[src/rtl/rvp_pkg.sv]
// Shared types for the riscv_pipeline writeback/debug interface and its trace collector.
package rvp_pkg;

    localparam int unsigned XLEN       = 32;
    localparam int unsigned NREGS      = 32;
    localparam int unsigned REG_ADDR_W = $clog2(NREGS);

    typedef enum logic [1:0] {
        RUN,
        DRAIN,
        DUMP,
        DONE
    } collector_state_t;

    typedef struct packed {
        logic                  en;
        logic [REG_ADDR_W-1:0] addr;
        logic [XLEN-1:0]       data;
    } writeback_t;

endpackage

[src/rtl/shadow_regfile.sv]
// Shadow copy of the architectural register file: one write port, one async read port,
// x0 hardwired to zero.
module shadow_regfile #(
    parameter int unsigned XLEN  = 32,
    parameter int unsigned NREGS = 32,
    localparam int unsigned AW   = $clog2(NREGS)
) (
    input  logic            clk,
    input  logic            reset,
    input  logic            we,
    input  logic [AW-1:0]   waddr,
    input  logic [XLEN-1:0] wdata,
    input  logic [AW-1:0]   raddr,
    output logic [XLEN-1:0] rdata
);

    logic [XLEN-1:0] mem_q [NREGS];

    always_ff @(posedge clk or posedge reset) begin
        if (reset) begin
            for (int i = 0; i < NREGS; i++) begin
                mem_q[i] <= '0;
            end
        end else if (we && (waddr != '0)) begin
            mem_q[waddr] <= wdata;
        end
    end

    assign rdata = (raddr == '0) ? '0 : mem_q[raddr];

endmodule

[src/rtl/wb_trace_collector.sv]
// Captures pipeline writebacks into a shadow register file, ends the run, drains,
// pulses dump and streams the shadow registers out over valid/ready.
module wb_trace_collector #(
    parameter int unsigned XLEN           = 32,
    parameter int unsigned NREGS          = 32,
    parameter int unsigned PC_LIMIT       = 150,
    parameter int unsigned DRAIN_CYCLES   = 4,
    parameter int unsigned TIMEOUT_CYCLES = 200
) (
    input  logic                     clk,
    input  logic                     reset,
    input  logic                     wb_e,
    input  logic [$clog2(NREGS)-1:0] wb_a,
    input  logic [XLEN-1:0]          wb_d,
    input  logic [XLEN-1:0]          pc_out,
    input  logic                     dump_req,
    output logic                     dump,
    output logic                     rd_valid,
    input  logic                     rd_ready,
    output logic [$clog2(NREGS)-1:0] rd_idx,
    output logic [XLEN-1:0]          rd_data,
    output logic [31:0]              wb_count,
    output logic                     timed_out,
    output logic                     done
);

    import rvp_pkg::*;

    localparam int unsigned AW = $clog2(NREGS);
    localparam int unsigned TW = $clog2(TIMEOUT_CYCLES + 1);
    localparam int unsigned DW = $clog2(DRAIN_CYCLES + 1);

    collector_state_t state;
    logic [TW-1:0]    run_cnt;
    logic [DW-1:0]    drain_cnt;
    logic [AW-1:0]    idx_q;
    logic             dump_q;
    logic             timed_out_q;
    logic [31:0]      wb_count_q;

    writeback_t wb_in;
    logic       capture;
    logic       pc_hit;
    logic       timeout_hit;
    logic       end_of_run;

    assign wb_in.en   = wb_e;
    assign wb_in.addr = wb_a;
    assign wb_in.data = wb_d;

    assign capture     = wb_in.en && (wb_in.addr != '0) && ((state == RUN) || (state == DRAIN));
    assign pc_hit      = pc_out >= XLEN'(PC_LIMIT);
    assign timeout_hit = run_cnt == TW'(TIMEOUT_CYCLES - 1);
    assign end_of_run  = pc_hit || dump_req || timeout_hit;

    always_ff @(posedge clk or posedge reset) begin
        if (reset) begin
            state       <= RUN;
            run_cnt     <= '0;
            drain_cnt   <= '0;
            idx_q       <= '0;
            dump_q      <= 1'b0;
            timed_out_q <= 1'b0;
            wb_count_q  <= '0;
        end else begin
            dump_q <= 1'b0;
            if (capture) begin
                wb_count_q <= wb_count_q + 32'd1;
            end
            unique case (state)
                RUN: begin
                    if (end_of_run) begin
                        state       <= DRAIN;
                        drain_cnt   <= '0;
                        // Timeout is only blamed when nothing else ended the run.
                        timed_out_q <= timeout_hit && !pc_hit && !dump_req;
                    end else begin
                        run_cnt <= run_cnt + TW'(1);
                    end
                end
                DRAIN: begin
                    if (drain_cnt == DW'(DRAIN_CYCLES - 1)) begin
                        state  <= DUMP;
                        dump_q <= 1'b1;
                    end else begin
                        drain_cnt <= drain_cnt + DW'(1);
                    end
                end
                DUMP: begin
                    if (rd_ready) begin
                        if (idx_q == AW'(NREGS - 1)) begin
                            state <= DONE;
                        end else begin
                            idx_q <= idx_q + AW'(1);
                        end
                    end
                end
                default: ;
            endcase
        end
    end

    shadow_regfile #(
        .XLEN  (XLEN),
        .NREGS (NREGS)
    ) u_shadow (
        .clk   (clk),
        .reset (reset),
        .we    (capture),
        .waddr (wb_in.addr),
        .wdata (wb_in.data),
        .raddr (idx_q),
        .rdata (rd_data)
    );

    assign dump      = dump_q;
    assign rd_valid  = (state == DUMP);
    assign done      = (state == DONE);
    assign rd_idx    = idx_q;
    assign wb_count  = wb_count_q;
    assign timed_out = timed_out_q;

    a_dump_single: assert property (@(posedge clk) disable iff (reset) dump |=> !dump);
    a_stall_hold: assert property (@(posedge clk) disable iff (reset)
        rd_valid && !rd_ready |=> $stable(rd_idx));
    a_done_sticky: assert property (@(posedge clk) disable iff (reset) done |=> done);

endmodule

[config.mk]
export PLATFORM = sky130hd
export DESIGN_NAME = wb_trace_collector
export DESIGN_NICKNAME = d
export VERILOG_FILES = /design/src/rtl/rvp_pkg.sv /design/src/rtl/shadow_regfile.sv /design/src/rtl/wb_trace_collector.sv
export SDC_FILE = /design/constraint.sdc
export NUM_CORES = 2
export LEC_CHECK = 0
export ABC_AREA = 0
export CAP_MARGIN = 20
export CORE_ASPECT_RATIO = 1.25
export CORE_UTILIZATION = 48
export CTS_CLUSTER_DIAMETER = 200
export DETAILED_ROUTE_END_ITERATION = 8
export GPL_TIMING_DRIVEN = 1
export HOLD_SLACK_MARGIN = 0.03
export PLACE_DENSITY = 0.77
export SYNTH_ARGS = -nofsm -noshare
export SYNTH_HDL_FRONTEND = slang
export SYNTH_HIERARCHICAL = 1
export SYNTH_SLANG_ARGS = --single-unit
export TNS_END_PERCENT = 20
[constraint.sdc]
create_clock -name clk -period 32.5 [get_ports clk]
set_input_delay 4.875 -clock clk [delete_from_list [all_inputs] [get_ports clk]]
set_output_delay 4.875 -clock clk [all_outputs]
set_load 0.01 [all_outputs]
Word level (Yosys, flattened, before mapping)
Cells that the tools add are included.

Add/sub/neg operators: 4. Order comparisons: 4. Equal/unequal tests: 11. Mux-type cells: 17. Bitwise gates (word level): 4. Reductions and logical operators: 21.

Operators by type and width (count): bitwise mux 1024 bit (1); binary-select mux 32 bit (select 5 bit) (1); demux 32 bit (select 5 bit) (1); two-way mux 32 bit (4); adder 32 x 1 -> 32 bit (second input constant) (1); greater-or-equal comparator 32 x 8 -> 1 bit (second input constant) (1); greater-or-equal comparator 6 bit (second input constant) (2); inverter 5 -> 6 bit (2); adder 8 x 1 -> 8 bit (second input constant) (1); == test 8 bit (second input constant) (1); two-way mux 2 bit (4); logical AND 1 bit (6); less-than comparator 6 x 1 -> 1 bit (second input constant) (1); two-way mux 3 bit (2); != test 2 x 1 -> 1 bit (second input constant) (3); one-hot mux 2 bit (3 select lines) (1); one-hot mux 3 bit (2 select lines) (1); AND reduction 3 bit (2); adder 5 x 1 -> 5 bit (second input constant) (1); == test 5 bit (second input constant) (1); zero test 5 bit (1); AND reduction 5 bit (1); nonzero test 5 bit (1); == test 2 bit (second input constant) (2); 12 further kinds (19).

Bits in registers: 1076. Input port bits: 74. Output and inout bits: 73. Word-level logic and storage cells: 100.

Logic depth before layout (Yosys ltp)
Depth in word-level cells: 6. Mapped depth: 9. Gate-level depth less buffers: 8.

Cells and area by module
The synthesis kept the hierarchy.

By module, submodules not included: shadow_regfile (times used 1, cells an instance 2950, area each 46490.8 um^2); wb_trace_collector (times used 1, cells an instance 243, area each 2687.6 um^2).

Worst setup path after synthesis
No wires, ideal clock.

Path kind: input -> register. From: in wb_e. To: reg u_shadow/mem_q[224] (netlist bit). Library setup time: 0.125 ns. Arrival time: 6.632 ns. Setup slack: 25.743 ns. Stages: 6. Buffers on the path: 1. Path through: o21ai_1 -> a21oi_1 -> or3b_4 -> nor2_2 -> buf_2 -> mux2_2.

Cells in the longest elaborated chain, start to end: 3.

Ends and longest elaborated chain: start, declared (line wb_trace_collector.sv:12) `input logic wb_e,`; logical AND 1 bit (2 in series) (line wb_trace_collector.sv:51) `assign capture = wb_in.en && (wb_in.addr != '0) && ((state == RUN) || (state == DRAIN));`; named net capture (line wb_trace_collector.sv:42) `logic capture;`; logical AND 1 bit (line shadow_regfile.sv:24) `end else if (we && (waddr != '0)) begin`; end signal, assigned by index (line shadow_regfile.sv:25) `mem_q[waddr] <= wdata;`; end, declared (line shadow_regfile.sv:17) `logic [XLEN-1:0] mem_q [NREGS];`.

The timed path passes the listed nets, and every way through them passes these cells. A chain may end at the register's enable or synchronous reset.

Final worst setup path
From: reg idx_q[0] (netlist: rd_idx[0]). To: out rd_data[31].

Cells in the longest elaborated chain, start to end: 5. Elaborated cells on any way between the ends: 6. Classes of those cells: 4 x mux; 1 x bitwise; 1 x reduce/logical.

Ends and longest elaborated chain: start, declared (line wb_trace_collector.sv:36) `logic [AW-1:0] idx_q;`; start signal, assigned (line wb_trace_collector.sv:94) `idx_q <= idx_q + AW'(1);`; inverter 5 -> 6 bit (implied by the code) (line shadow_regfile.sv:29) `assign rdata = (raddr == '0) ? '0 : mem_q[raddr];`; binary-select mux 32 bit (select 5 bit) (line shadow_regfile.sv:29); two-way mux 32 bit (implied by the code) (2 in series) (line shadow_regfile.sv:29); two-way mux 32 bit (*) (line shadow_regfile.sv:29); end, declared (line wb_trace_collector.sv:21) `output logic [XLEN-1:0] rd_data,`.

Mark *: on every way between the ends. The rest lies on a longest branch, timed or not. The select of a mux whose other input is x is not followed.

==> results.cfg <==
[yosys]
ys.flop_type = dfrtp_1
yosys_warnings = 6
synth_cell_type_count = 65
yosysSeqAreaShare_pct = 54.8
synth_area_leaders = dfrtp_1 (55%), mux2_2 (23%), mux4_2 (10%)
yosysTopAreaCellShare_pct = 54.8
async_reset_ff_share_pct = 100
avgSynthCellArea_um2 = 15.4
syn-num-nets = 3278
syn_inst = 3193
syn-cell-area_mm2 = 0.0492
synth-edff-count = 0
yosys_register_bits = 1076
netlist.top_cell.by_area = dfrtp_1

[setup_path]
crit_buf_inv = 2
start_kind = flip-flop
cpPeakStageDelay_ns = 1.13
cp.required_ns = 27.62
crit_slowest_cell = nor2_1
cp_cell_sequence = clkinv_2 > nor2_1 > a22oi_1 > a311oi_1 > clkdlybuf4s50_1
r2r-end = u_shadow/mem_q[632]
endpoint_kind = output pin
cp.depth = 5
crit_family = buffers and inverters
crit_start = rd_idx[0]
critPathKind = flip-flop to output pin
rr_worst_depth = 9
r2r-start = state[1]
cp_max_fo = 34
regToRegSetupSlack_ns = 28.92
worstSetupEndpoint = rd_data[31]
cp.arrival_ns = 5.41

[clocking]
ctsResizeCount = 0
clk-insertion-delay-late_ns = 0.69
clock-root-buffer = clkbuf_16
cts.sinks = 1076
holdBufCountCts = 0
tritoncts = built
cts_max_level = 3
path_clk_slew_ns = 0.06
clk_path_buf_depth = 3
numCtsBuffers = 104
post_cts_buffers = 0

[power_and_ir_drop]
p_int_mw = 2.91
p_leak_nw = 25.7
power_frac_comb_pct = 29.3
p_per_area_mw_per_mm2 = 76.6
clkPwrFrac_pct = 29.6
switching_share_pct = 31.0
p_switching_mw = 1.30
p_seq_share_pct = 41.0
vdd_drop_max_mv = 0.0783

[layout]
mostFrequentLayoutCells = dfrtp_1 (1071), mux2_2 (996), mux4_2 (224)
layout_commonest_cell = dfrtp_1
nNetsFinal = 3270
fillers = 7885
drive_gt1_share_pct = 46.5
syn2layout_area_growth_pct = 11.7

[route]
drtAntennaViolNets = 0
dr.pass1.iters = 9
drc = 12
drt-vias-per-instance = 6.10
wl_per_cell_um = 26.5
drt_iter0_markers = 2074
wl_um = 122000
vias = 28000

[timing]
tns_ns = 0
timing.final.crit_share_pct = 31.6
whs_ns = 0.372
hold_violations = 0
fin_worst_skew_ns = 0.0275
worst_slack_ns = 22.22
slew_viol_final = 0
setup_viol = 0
maxSlewHeadroom_pct = 19.2
fmax_mhz = 97.3
worst_pin_slew_ns = 1.21
rsz0062_at_grt = false
period_needed_ns = 10.28

[placed_design]
dp_hpwl_um = 69200
portBuffers = 145
gp_congestion = 0.769
pre_cts_ws_ns = 22.80

[global_routing]
grt_max_degree = 194
grt_overflow = 0
grt_pass1_vias = 29800
antenna_found_initial = 3
grt_first_pass_wirelength_um = 187000
grt_usage_pct = 23.8

[worst_hold_path]
hp-class = flip-flop to flip-flop

[die]
rows = 130
die_x_um = 288
initial_core_util_pct = 48.7
core_area_mm2 = 0.101
die_h_um = 360
boundaryPins = 147
dieArea_mm2 = 0.104

[run_status]
failed_checks = DRC
outcome = finished, violations left

[job]
max_cap_viol_count = 0
## sequential cells by signal, summed over array words and instances, names as in the netlist
register,flops
state,2
u_shadow/mem_q,1024
dump,1
drain_cnt,3
wb_count,32
timed_out,1
rd_idx,5
run_cnt,8
## through the flow
step / power (mW) / instance area [um2] / cells / util (%)
CTS: 4.23 / 54700 / 4583 / 54.2
global route: 4.38 / 54900 / 4593 / 54.4
global placement: 2.95 / 51200 / 4390 / 50.6
floorplan: 2.60 / 49200 / 3193 / -
finish: 4.21 / 54900 / 4594 / 54.4
detailed placement: 2.98 / 51200 / 4390 / 50.6
## cells by family (layout without fill, tap and decap cells)
logic type                 Yosys count  after routing  share of synthesized area, %
muxes                             1316           1316                          35.1
DFF                               1076           1076                          54.8
buffers and inverters              336            415                          3.67
and+or+nand+nor                    214            214                          2.47
AOI/OAI and AO/OA                  199            199                          2.99
xor gates and xnor gates            41             41                         0.730
adders and majority gates           11             11                         0.280
other                                0              2                             0
## layer usage
layer | part of all wire [%] | track usage, % | wire length [um] | vias to the layer above
li1 | - | - | - | 11800
met1 | 42 | 31.9 | 50500 | 15300
met2 | 50 | 39.1 | 60500 | 755
met3 | 5.6 | 4.25 | 6830 | 215
met4 | 3.0 | 8.24 | 3700 | 4
met5 | 0.020 | 0 | 24 | -
## final cells by class
type | instances | area (um2) | share of cell area [%]
sequential | 1076 | 26900 | 49.0
timing repair buffer | 211 | 2140 | 3.90
tap | 1320 | 1650 | 3.01
clock buffer | 149 | 3030 | 5.51
clock inverter | 44 | 532 | 0.968
multi-input combinational | 1781 | 20600 | 37.5
inverter | 11 | 46.3 | 0.0843
antenna | 2 | 5.00 | 0.00911
## synth_stat cells, drive strengths merged, types with 3 or more instances
master   instances
o2111ai          9
nor3             7
nand3           15
a311oi          32
nor4             7
a21oi            4
a21boi           3
nor2b           34
xor2            15
ha              11
clkbuf         155
and2             5
nand3b           5
a211o            3
a211oi          34
xnor2           26
mux2i           65
a221oi          23
buf            170
mux4           224
nand4           12
a22oi           32
dfrtp         1076
mux2          1027
o21ai           56
nor3b            5
and3             8
nor2            35
inv             11
or2              5
nand2           60
and4             6
## power groups by stage
stage	Clock (mW)	Combinational [mW]	Sequential [mW]
2_1_floorplan	0	0.912	1.68
3_3_place_gp	0	1.21	1.73
3_5_place_dp	0	1.23	1.75
4_1_cts	1.27	1.24	1.73
5_1_grt	1.32	1.30	1.76
6_report	1.25	1.23	1.73
## worst min path at each step
stage / startpoint / end / slack (ns) / cells after the start
floorplan: u_shadow/mem_q[1000] / u_shadow/mem_q[1000] / 0.42 / 1
global placement: u_shadow/mem_q[1014] / u_shadow/mem_q[1014] / 0.36 / 0
detailed placement: u_shadow/mem_q[1011] / u_shadow/mem_q[1011] / 0.36 / 0
CTS: u_shadow/mem_q[996] / u_shadow/mem_q[996] / 0.38 / 0
global route: u_shadow/mem_q[1002] / u_shadow/mem_q[1002] / 0.38 / 0
finish: u_shadow/mem_q[1002] / u_shadow/mem_q[1002] / 0.37 / 0
Note: power is estimated with default switching activity, not from simulation.
